### src/rtl/fetch_stage_pkg.sv
// Shared constants for the fetch stage: reset PC, NOP encoding and the
// fetch FSM state encoding.
package fetch_stage_pkg;

  localparam logic [31:0] CPU_RESET_PC = 32'h0000_3000;
  localparam logic [31:0] CPU_NOP      = 32'h0000_0000;
  localparam logic [31:0] WORD_MASK    = 32'hFFFF_FFFC;

  localparam logic [1:0] S_REQ  = 2'd0;
  localparam logic [1:0] S_WAIT = 2'd1;
  localparam logic [1:0] S_HOLD = 2'd2;

endpackage

### src/rtl/fetch_stage_fd_reg.sv
// F/D pipeline register: holds on hold_i, loads on en_i, otherwise
// inserts a NOP bubble while keeping the old PC.
module fetch_stage_fd_reg
  import fetch_stage_pkg::*;
#(
  parameter logic [31:0] NOP_INSTR = CPU_NOP
) (
  input  logic        clk_i,
  input  logic        rst_ni,
  input  logic        en_i,
  input  logic        hold_i,
  input  logic [31:0] pc_i,
  input  logic [31:0] instr_i,
  output logic [31:0] pc_o,
  output logic [31:0] instr_o,
  output logic        valid_o
);

  logic [31:0] pc_q, pc_d;
  logic [31:0] instr_q, instr_d;
  logic        valid_q, valid_d;

  always_comb begin
    pc_d    = pc_q;
    instr_d = instr_q;
    valid_d = valid_q;
    if (hold_i) begin
      pc_d    = pc_q;
    end else if (en_i) begin
      pc_d    = pc_i;
      instr_d = instr_i;
      valid_d = 1'b1;
    end else begin
      instr_d = NOP_INSTR;
      valid_d = 1'b0;
    end
  end

  always_ff @(posedge clk_i) begin
    if (!rst_ni) begin
      pc_q    <= 32'h0;
      instr_q <= NOP_INSTR;
      valid_q <= 1'b0;
    end else begin
      pc_q    <= pc_d;
      instr_q <= instr_d;
      valid_q <= valid_d;
    end
  end

  assign pc_o    = pc_q;
  assign instr_o = instr_q;
  assign valid_o = valid_q;

endmodule

### src/rtl/fetch_stage.sv
// Instruction-fetch stage: F_PC register, req/gnt/rvalid fetch FSM with a
// one-word hold buffer for stalls, and the F/D pipeline register.
module fetch_stage
  import fetch_stage_pkg::*;
#(
  parameter logic [31:0] RESET_PC  = CPU_RESET_PC,
  parameter logic [31:0] NOP_INSTR = CPU_NOP
) (
  input  logic        clk,
  input  logic        reset,
  input  logic [31:0] npc_in,
  input  logic        stall,
  output logic [31:0] F_PC,
  output logic        imem_req,
  output logic [31:0] imem_addr,
  input  logic        imem_gnt,
  input  logic        imem_rvalid,
  input  logic [31:0] imem_rdata,
  output logic [31:0] D_PC,
  output logic [31:0] D_Instr,
  output logic        D_valid,
  output logic [1:0]  dbg_state_o
);

  // Handshake: a request transfers in a cycle with imem_req && imem_gnt;
  // its single rvalid beat comes in a later cycle and is accepted only
  // while that request is outstanding (S_WAIT), so stale beats are dropped.

  logic [1:0]  state_q, state_d;
  logic [31:0] f_pc_q, f_pc_d;
  logic [31:0] hold_q, hold_d;
  logic        out_q, out_d;
  logic        rvalid_ok;
  logic        deliver;
  logic [31:0] dlv_instr;
  logic [31:0] npc_word;

  assign npc_word  = npc_in & WORD_MASK;
  assign rvalid_ok = imem_rvalid && out_q && (state_q == S_WAIT);

  always_comb begin
    state_d   = state_q;
    f_pc_d    = f_pc_q;
    hold_d    = hold_q;
    out_d     = out_q;
    deliver   = 1'b0;
    dlv_instr = hold_q;
    imem_req  = 1'b0;
    imem_addr = f_pc_q & WORD_MASK;
    case (state_q)
      S_REQ: begin
        imem_req = 1'b1;
        if (imem_gnt) begin
          state_d = S_WAIT;
          out_d   = 1'b1;
        end
      end
      S_WAIT: begin
        if (rvalid_ok) begin
          out_d = 1'b0;
          if (!stall) begin
            deliver   = 1'b1;
            dlv_instr = imem_rdata;
            f_pc_d    = npc_word;
            // Back-to-back request for the next PC in the delivery cycle.
            imem_req  = 1'b1;
            imem_addr = npc_word;
            if (imem_gnt) begin
              out_d = 1'b1;
            end else begin
              state_d = S_REQ;
            end
          end else begin
            hold_d  = imem_rdata;
            state_d = S_HOLD;
          end
        end
      end
      S_HOLD: begin
        if (!stall) begin
          deliver = 1'b1;
          f_pc_d  = npc_word;
          state_d = S_REQ;
        end
      end
      default: state_d = S_REQ;
    endcase
    if (!reset) imem_req = 1'b0;
  end

  always_ff @(posedge clk) begin
    if (!reset) begin
      state_q <= S_REQ;
      f_pc_q  <= RESET_PC;
      hold_q  <= 32'h0;
      out_q   <= 1'b0;
    end else begin
      state_q <= state_d;
      f_pc_q  <= f_pc_d;
      hold_q  <= hold_d;
      out_q   <= out_d;
    end
  end

  fetch_stage_fd_reg #(
    .NOP_INSTR(NOP_INSTR)
  ) u_fd_reg (
    .clk_i   (clk),
    .rst_ni  (reset),
    .en_i    (deliver),
    .hold_i  (stall),
    .pc_i    (f_pc_q),
    .instr_i (dlv_instr),
    .pc_o    (D_PC),
    .instr_o (D_Instr),
    .valid_o (D_valid)
  );

  assign F_PC        = f_pc_q;
  assign dbg_state_o = state_q;

endmodule

### config.mk
export PLATFORM = sky130hd
export DESIGN_NAME = fetch_stage
export DESIGN_NICKNAME = d
export VERILOG_FILES = /design/src/rtl/fetch_stage_pkg.sv /design/src/rtl/fetch_stage_fd_reg.sv /design/src/rtl/fetch_stage.sv
export SDC_FILE = /design/constraint.sdc
export NUM_CORES = 1
export LEC_CHECK = 0
export CAP_MARGIN = 5
export CORE_MARGIN = 5
export CORE_UTILIZATION = 45
export CTS_CLUSTER_SIZE = 10
export DETAILED_ROUTE_END_ITERATION = 6
export HOLD_SLACK_MARGIN = 0.03
export PLACE_DENSITY_LB_ADDON = 0.2
export SLEW_MARGIN = 20
export SYNTH_ARGS = -nofsm -noshare
export SYNTH_HDL_FRONTEND = slang
export SYNTH_SLANG_ARGS = --single-unit
export TNS_END_PERCENT = 20
### constraint.sdc
create_clock -name clk -period 2.29 [get_ports clk]
set_clock_uncertainty 0.05 [all_clocks]
set_input_delay 0.3435 -clock clk [delete_from_list [all_inputs] [get_ports clk]]
set_output_delay 0.3435 -clock clk [all_outputs]
set_load 0.03 [all_outputs]
Word-level counts from Yosys, hierarchy flattened
Index checks and enable logic that the tools add are counted.
- register bits: 132
- bits of input ports: 69
- output and inout bits: 132
- word-level logic and storage cells: 50
- eq/ne operators: 6
- mux-type cells: 26
- bitwise logic cells: 1
- reductions and logical operators: 10
- operators with widths (operator ; number):
    two-way mux 32 bit ; 8
    case mux 32 bit (2 select lines) ; 1
    two-way mux 2 bit ; 5
    two-way mux 1 bit ; 8
    inequality test 2 bit (second input constant) ; 3
    case mux 1 bit (2 select lines) ; 3
    case mux 2 bit (3 select lines) ; 1
    AND reduction 3 bit ; 2
    AND reduction 2 bit ; 2
    AND reduction 4 bit ; 1
    nonzero test 2 bit ; 2
    inequality test 3 bit (second input constant) ; 1
    == test 2 x 1 -> 1 bit (second input constant) ; 1
    == test 2 bit (second input constant) ; 1
    logical AND 1 bit ; 2
    zero test 2 bit ; 1
    inverter 1 bit ; 1

Depth between registers and ports, before layout
Gate-level depths: netlist of run 1.
- depth in word-level cells: 5
- depth in mapped cells: 7
- gate-level depth less buffers: 5

Cells and area by module
From an unflattened synthesis of run 1, not the netlist that was laid out.
- cell total of the unflattened synthesis: 667
- area total of the unflattened synthesis: 5929.4 um2
- by module, submodules not included (module ; instances ; cells an instance ; area each (um2) ; sequential area each (um2)):
    fetch_stage ; 1 ; 382 ; 3448.3 ; 1301.2
    fetch_stage_fd_reg ; 1 ; 285 ; 2481.1 ; 1301.2

Worst setup path after synthesis of run 1
OpenSTA, ideal clock, no wires.
- path type: flip-flop to output port
- start: reg state_q[0] (netlist: dbg_state_o[0])
- end: out imem_addr[25]
- arrival time: 1779 ps
- setup slack: 118 ps
- stages on the path, launching flop included: 6
- buffers on the path: 1
- cell sequence: dfxtp_1 -> ha_1 -> nand3_2 -> nor2_2 -> buf_4 -> mux2_1
- word-level cells in the longest chain between the ends: 4
- RTL lines (what ; RTL line ; source):
    start: declaration ; fetch_stage.sv:29 ; logic [1:0] state_q, state_d;
    start signal: assignment ; fetch_stage.sv:98 ; state_q <= state_d;
    == test 2 x 1 -> 1 bit * ; fetch_stage.sv:39, fetch_stage.sv:50 ;
    logical AND 1 bit ; fetch_stage.sv:39 ; assign rvalid_ok = imem_rvalid && out_q && (state_q == S_WAIT);
    two-way mux 32 bit ; fetch_stage.sv:59 ; if (rvalid_ok) begin
    two-way mux 32 bit * ; fetch_stage.sv:50 ; case (state_q)
    end: declaration ; fetch_stage.sv:15 ; output logic [31:0] imem_addr,
Every way passes the cells marked *; elsewhere a longest branch is shown, timed or not.

Final worst setup path of run 1
- start: reg state_q[1] (netlist: dbg_state_o[1])
- end: out imem_addr[8]
The elaborated chain is that of the path after synthesis.

==> run_results.csv, run 1 <==
group,metric,value,unit
run,max_cap_violations,0,
floorplanning,die_h,120.7,µm
clock_tree,root_buffer,"clkbuf_16",
layout,drive_gt1_share,14.67,%
placed_design,gp_routability_congestion,0.8153,
power,p_leak,2.998,nW
worst_setup_path,worstPathRequired,1.90,ns
logic_synthesis,yosys_warnings,0,
floorplanning,die_x,120.7,µm
layout,final_nets,912,
drt,via_per_inst,5.460,
worst_setup_path,crit_chain,"inv_1, ha_1, nand3_2, nor2_4, buf_12, mux2_2, clkdlybuf4s15_2",
clock_tree,postCtsHoldBufs,0,
floorplanning,num_rows,40,
worst_setup_path,start_kind,"register",
worst_setup_path,cp_top_family,"buffers and inverters",
worst_setup_path,cp_max_fo,31,
drt,wl_met2,8.257,mm
global_route,grt_pass1_vias,5555,
logic_synthesis,netlist_area,5514,µm²
floorplanning,initial_core_util,45.91,%
worst_setup_path,path_class,"reg2out",
global_route,antenna_found_initial,0,
logic_synthesis,syn_area_per_cell,8.304,µm²
clock_tree,cts_tree,"yes",
logic_synthesis,syn_inst,664,
worst_setup_path,cp.arrival,2.04,ns
clock_tree,htree_levels,4,
logic_synthesis,yosysSeqAreaShare,46.47,%
clock_tree,clock_path_buffers,2,
worst_setup_path,end_kind,"output port",
placed_design,dp_slack,-0.3521,ns
clock_tree,cts.sinks,128,
power,post-layout-total-power,7.061,mW
drt,drc_errors,0,
logic_synthesis,ys_ff_latch,128,
drt,wl_met3,1.357,mm
sta,slew_viol_final,0,
floorplanning,dieArea,14570,µm²
worst_setup_path,crit_buf_inv,3,
sta,hold_ws,0.3630,ns
power,p_per_area,853.2,nW/µm²
worst_setup_path,slowest_delay,0.36,ns
global_route,grt_pass1_wl,27.22,mm
sta,fin_crit,2.434,ns
sta,fmax,0.4108,GHz
outcome,violations,"negative setup slack",
clock_tree,clk_pin_slew_worst_paths,0.06,ns
sta,finalCritPeriodShare,106.3,%
global_route,track_usage,22.84,%
sta,setup_ws,-0.1444,ns
global_route,grt_overflow_total,0,
global_route,grt_max_degree,67,
layout,fin_util,68.90,%
drt,num_vias,5455,
drt,ant_nets,0,
placed_design,io_buffer_count,192,
sta,rsz0062_at_grt,"true",
drt,firstDrtPassIters,6,
worst_setup_path,crit_slowest_cell,"mux2_2",
drt,top_layer,"met4",
placed_design,place_hpwl,11.28,mm
clock_tree,clock_latency,0.40,ns
logic_synthesis,yosysUniqueCellTypes,36,
sta,setup_violations,30,
clock_tree,cts_made_buffers,17,
floorplanning,coreArea,12010,µm²
floorplanning,pin_count,201,
drt,met1_length,6.870,mm
layout,antenna-diode-count,0,
sta,tns,-3.845,ns
sta,final-hold-violation-count,0,
layout,syn_to_final_growth,50.08,%
drt,routed_wl,16.66,mm
layout,fillers,985,
hold_path,worstHoldPathType,"in2reg",
power,vdd_drop_max,451.9,µV
outcome,outcome,"finished with violations",
drt,wl_per_cell,16.67,µm
drt,dr.first_iter.drc_count,513,
registers in the layout (all words and copies together), names as in the netlist:
name and cells:
hold_q 32, F_PC 30, u_fd_reg.valid_o 1, dbg_state_o 2, u_fd_reg.pc_o 30, u_fd_reg.instr_o 32, out_q 1
path summary, 6_finish.rpt:
check	end	depth (start not counted)	startpoint	slack [ns]
worst max-delay path	imem_addr[8]	7	dbg_state_o[1]	-0.14
worst min-delay path	F_PC[13]	3	reset	0.36
worst max register to register	u_fd_reg.pc_o[18]	7	dbg_state_o[1]	0.48
worst min register to register	hold_q[23]	2	hold_q[23]	0.40
cell families after synthesis:
family | Yosys count | share of synthesized area, %
AOI/OAI and AO/OA | 132 | 13.71
muxes | 61 | 11.75
other | 1 | 0.06801
DFF | 128 | 46.47
and+or+nand+nor | 269 | 21.19
buffers and inverters | 70 | 6.127
adders and majority gates | 3 | 0.6808
metrics by stage:
step,std cells,area (µm²)
after floorplan,669,5533
after detailed placement,968,7611
final,999,8275
after CTS,999,8275
after global placement,968,7611
after global routing,999,8275
repair_timing:
item | CTS | global route
setup buffers | 0 | 0
resized for setup | 90 | 0
endpoints found under the setup margin | 30 | 30
per-layer routing:
metal / up-vias / track usage (%)
met5: - / 0
met4: 0 / 6.728
met3: 16 / 8.372
met2: 215 / 38.56
met1: 2588 / 27.20
li1: 2636 / -
report_power, final:
part	switching (mW)	total, mW	leakage [nW]	internal [mW]
clock	0.973	2.82	0.298	1.85
sequential	0.0963	2.44	1.03	2.34
combinational	1.08	1.80	1.67	0.721
total	2.15	7.06	3.00	4.91
cell type report:
class / instances / area (µm²) / area share, %
timing repair buffer: 219 / 2242 / 27.09
multi-input combinational: 471 / 2649 / 32.01
inverter: 3 / 11.26 / 0.1361
sequential: 128 / 2562 / 30.96
clock buffer: 18 / 439.2 / 5.307
tap: 147 / 183.9 / 2.223
clock inverter: 13 / 187.7 / 2.268
placed cells by master (no fill, tap or decap), types with 2 or more instances in the layout:
cell / instances
mux2_1: 2
conb_1: 6
nand3_1: 96
clkinvlp_4: 3
a31oi_1: 32
ha_1: 3
nand2_1: 162
nand2b_1: 2
clkdlybuf4s50_1: 160
inv_1: 2
clkbuf_16: 17
mux2_2: 28
clkinv_4: 3
bufinv_16: 4
o21ai_1: 4
dfxtp_1: 128
a21oi_1: 53
a21boi_0: 8
mux2i_1: 31
buf_12: 7
buf_4: 21
clkdlybuf4s15_2: 30
o21ai_0: 27
clkinv_2: 2
synth_stat cells, drive strengths merged:
library cell,n,area share [%]
mux2i,31,5.6
nand4b,1,0.16
nor2b,2,0.23
dfxtp,128,46
nand2,162,11
clkbuf,33,2.2
and4,1,0.16
a21bo,1,0.18
conb,1,0.068
o31ai,1,0.14
buf,34,3.7
o21a,1,0.14
a21oi,53,4.8
o21ai,32,3.1
mux2,30,6.1
and3,1,0.11
a21boi,10,1.4
ha,3,0.68
a31oi,32,3.6
nand4,1,0.11
nand2b,2,0.23
o2111a,1,0.20
nor2,1,0.11
o211ai,1,0.14
nand3,97,8.9
inv,3,0.20
and3b,1,0.16
tightest hold or removal path: cells and delay by family:
family                 cells  cell delay, ns
AND/OR/NAND/NOR            1            0.09
buffers and inverters      2            0.34
Power figures use the tool's default switching activity.
==> inputs of run 2 (changes only) <==
CAP_MARGIN = 20   (was 5)
==> results of run 2 <==
The final DEF is identical to that of run 1; final timing and power are the same.
==> inputs of run 3 (changes only) <==
clock period = 2.5 ns   (was 2.29 ns; I/O delays follow)
==> run 3 against run 2 <==
  * The run now ends clean
  * Sequential power fell by 8.2%
  * Register-to-register slack improved by 0.09 ns
  * Non-clock buffer count fell by 4
  * Setup slack improved by 0.18 ns
  * Clock power fell by 12%
  * Final area fell by 2.1%
  * Sequential share of layout area rose by 0.69 points
  * Via count rose by 0.66%
  * Critical path depth did not move
  * First-iteration DRC count rose by 13%
  * Sequential cell count did not move
  * Critical path type unchanged
  * Largest power group unchanged
==> run_results.csv, run 3 (same netlist as run 1, synthesis figures left out) <==
group,metric,value,unit
sta,tns,0,ns
global_route,grt_use_met1,28.63,%
worst_setup_path,crit_chain,"inv_2, ha_4, nand3_4, nor2_4, buf_12, mux2_2, clkdlybuf4s15_2",
global_route,grt_pass1_wl,27.44,mm
placed_design,dp_slack,-0.2102,ns
run,max_cap_violations,0,
drt,wl_per_cell,17.26,µm
clock_tree,postCtsHoldBufs,0,
global_route,antenna_found_initial,0,
worst_setup_path,cp.arrival,2.04,ns
power,swShare,30.57,%
placed_design,place_hpwl,11.17,mm
worst_setup_path,end_kind,"output port",
floorplanning,pin_count,201,
worst_setup_path,start_kind,"register",
power,p_seq_share,35.4,%
power,p_per_area,781.3,nW/µm²
sta,finalCritPeriodShare,98.48,%
placed_design,io_buffer_count,192,
clock_tree,cts_made_buffers,17,
sta,slew_viol_final,0,
layout,fin_util,67.47,%
clock_tree,clk_pin_slew_worst_paths,0.05,ns
layout,multiInputGateArea,2669,µm²
global_route,track_usage,23.30,%
sta,final-hold-violation-count,0,
worst_setup_path,crit_slowest_cell,"mux2_2",
layout,final_nets,908,
floorplanning,die_h,120.7,µm
drt,routed_wl,17.17,mm
clock_tree,root_buffer,"clkbuf_16",
worst_setup_path,path_class,"reg2out",
worst_setup_path,cp_max_fo,16,
floorplanning,coreArea,12010,µm²
drt,drc_errors,0,
worst_setup_path,slowest_delay,0.35,ns
drt,num_vias,5491,
drt,via_per_inst,5.519,
layout,drive_gt1_share,14.15,%
clock_tree,htree_levels,4,
sta,setup_violations,0,
global_route,grt_pass1_vias,5413,
drt,ant_nets,0,
drt,firstDrtPassIters,5,
hold_path,worstHoldPathType,"in2reg",
outcome,outcome,"finished clean",
floorplanning,num_rows,40,
global_route,grt-busiest-layer,"met2",
layout,seqCellArea,2565,µm²
power,p_int,4.396,mW
power,p_leak,3.013,nW
floorplanning,dieArea,14570,µm²
sta,hold_ws,0.3919,ns
global_route,met3_usage,8.092,%
sta,setup_ws,0.03791,ns
drt,dr.first_iter.drc_count,581,
layout,fillers,1000,
layout,syn_to_final_growth,46.97,%
clock_tree,clock_path_buffers,2,
floorplanning,die_x,120.7,µm
clock_tree,cts.sinks,128,
sta,fin_crit,2.462,ns
global_route,use_met2,37.58,%
sta,rsz0062_at_grt,"true",
placed_design,gp_routability_congestion,0.7986,
power,combPwrFrac,25.5,%
clock_tree,cts_tree,"yes",
layout,final_common_cell,"nand2_1",
clock_tree,clock_latency,0.41,ns
power,post-layout-total-power,6.332,mW
floorplanning,initial_core_util,45.91,%
sta,fmax,0.4062,GHz
worst_setup_path,worstPathRequired,2.08,ns
global_route,grt_max_degree,67,
power,clock_power_share,39.1,%
layout,final_cell_mix,"162 x nand2_1, 160 x clkdlybuf4s50_1, 126 x dfxtp_1",
layout,antenna-diode-count,0,
power,vdd_drop_max,456.6,µV
power,power.switching,1.936,mW
global_route,grt_overflow_total,0,
[run 3: changes by cell type in the layout (fill, tap and decap cells not counted), moves of 2 or more]
cell	before	now
buf_2	1	24
dfxtp_2	0	2
clkinvlp_4	3	0
clkbuf_1	0	5
clkinv_4	3	0
clkbuf_8	1	3
buf_4	21	17
dfxtp_1	128	126
clkdlybuf4s15_2	30	5
[run 3: critical path: cells and delay by family, from the launching register on]
kind	cells	cell delay [ns]
simple gates	2	0.24
mux	1	0.35
flops	1	0.33
fa+ha+maj	1	0.15
buf+inv	3	0.55
[run 3: power by group through the flow]
stage                     combinational (mW)  sequential, mW  clock, mW
after floorplan                        0.804            2.41          0
after global placement                  1.61            2.27          0
after detailed placement                1.64            2.28          0
after CTS                               1.61            2.24       2.50
after global routing                    1.72            2.26       2.61
final                                   1.61            2.24       2.48
[run 3: worst paths after layout]
kind	startpoint	cells past startpoint	slack, ns	end
max	dbg_state_o[1]	7	0.04	imem_addr[30]
min	reset	3	0.39	F_PC[12]
max reg2reg	dbg_state_o[1]	7	0.57	u_fd_reg.pc_o[16]
min reg2reg	hold_q[7]	2	0.41	hold_q[7]
[run 3: cell type report]
type | count | area share, %
inverters | 3 | 0.1390
flip-flops and latches | 128 | 31.65
well taps | 147 | 2.270
repair buffers | 215 | 25.72
clock inverters | 6 | 1.297
clock buffers | 25 | 5.990
multi-input cells | 471 | 32.93
[run 3: metrics by stage]
| step | std cells | instance area (µm²) |
|---|---|---|
| 2_1_floorplan | 669 | 5533 |
| 3_3_place_gp | 961 | 7546 |
| 3_5_place_dp | 961 | 7546 |
| 4_1_cts | 995 | 8115 |
| 5_1_grt | 995 | 8104 |
| 6_report | 995 | 8104 |
[run 3: timing repair]
action,4_1_cts,5_1_grt
setup buffers,2,0
setup endpoints to repair,30,23
cloned,1,0
gates resized for setup,139,12
pin swaps,1,1
[run 3: metal layers]
metal  share of wire (%)  up-vias
met4                 2.1        0
li1                    -     2626
met2                  48      248
met3                 9.2       27
met5                   0        -
met1                  41     2590
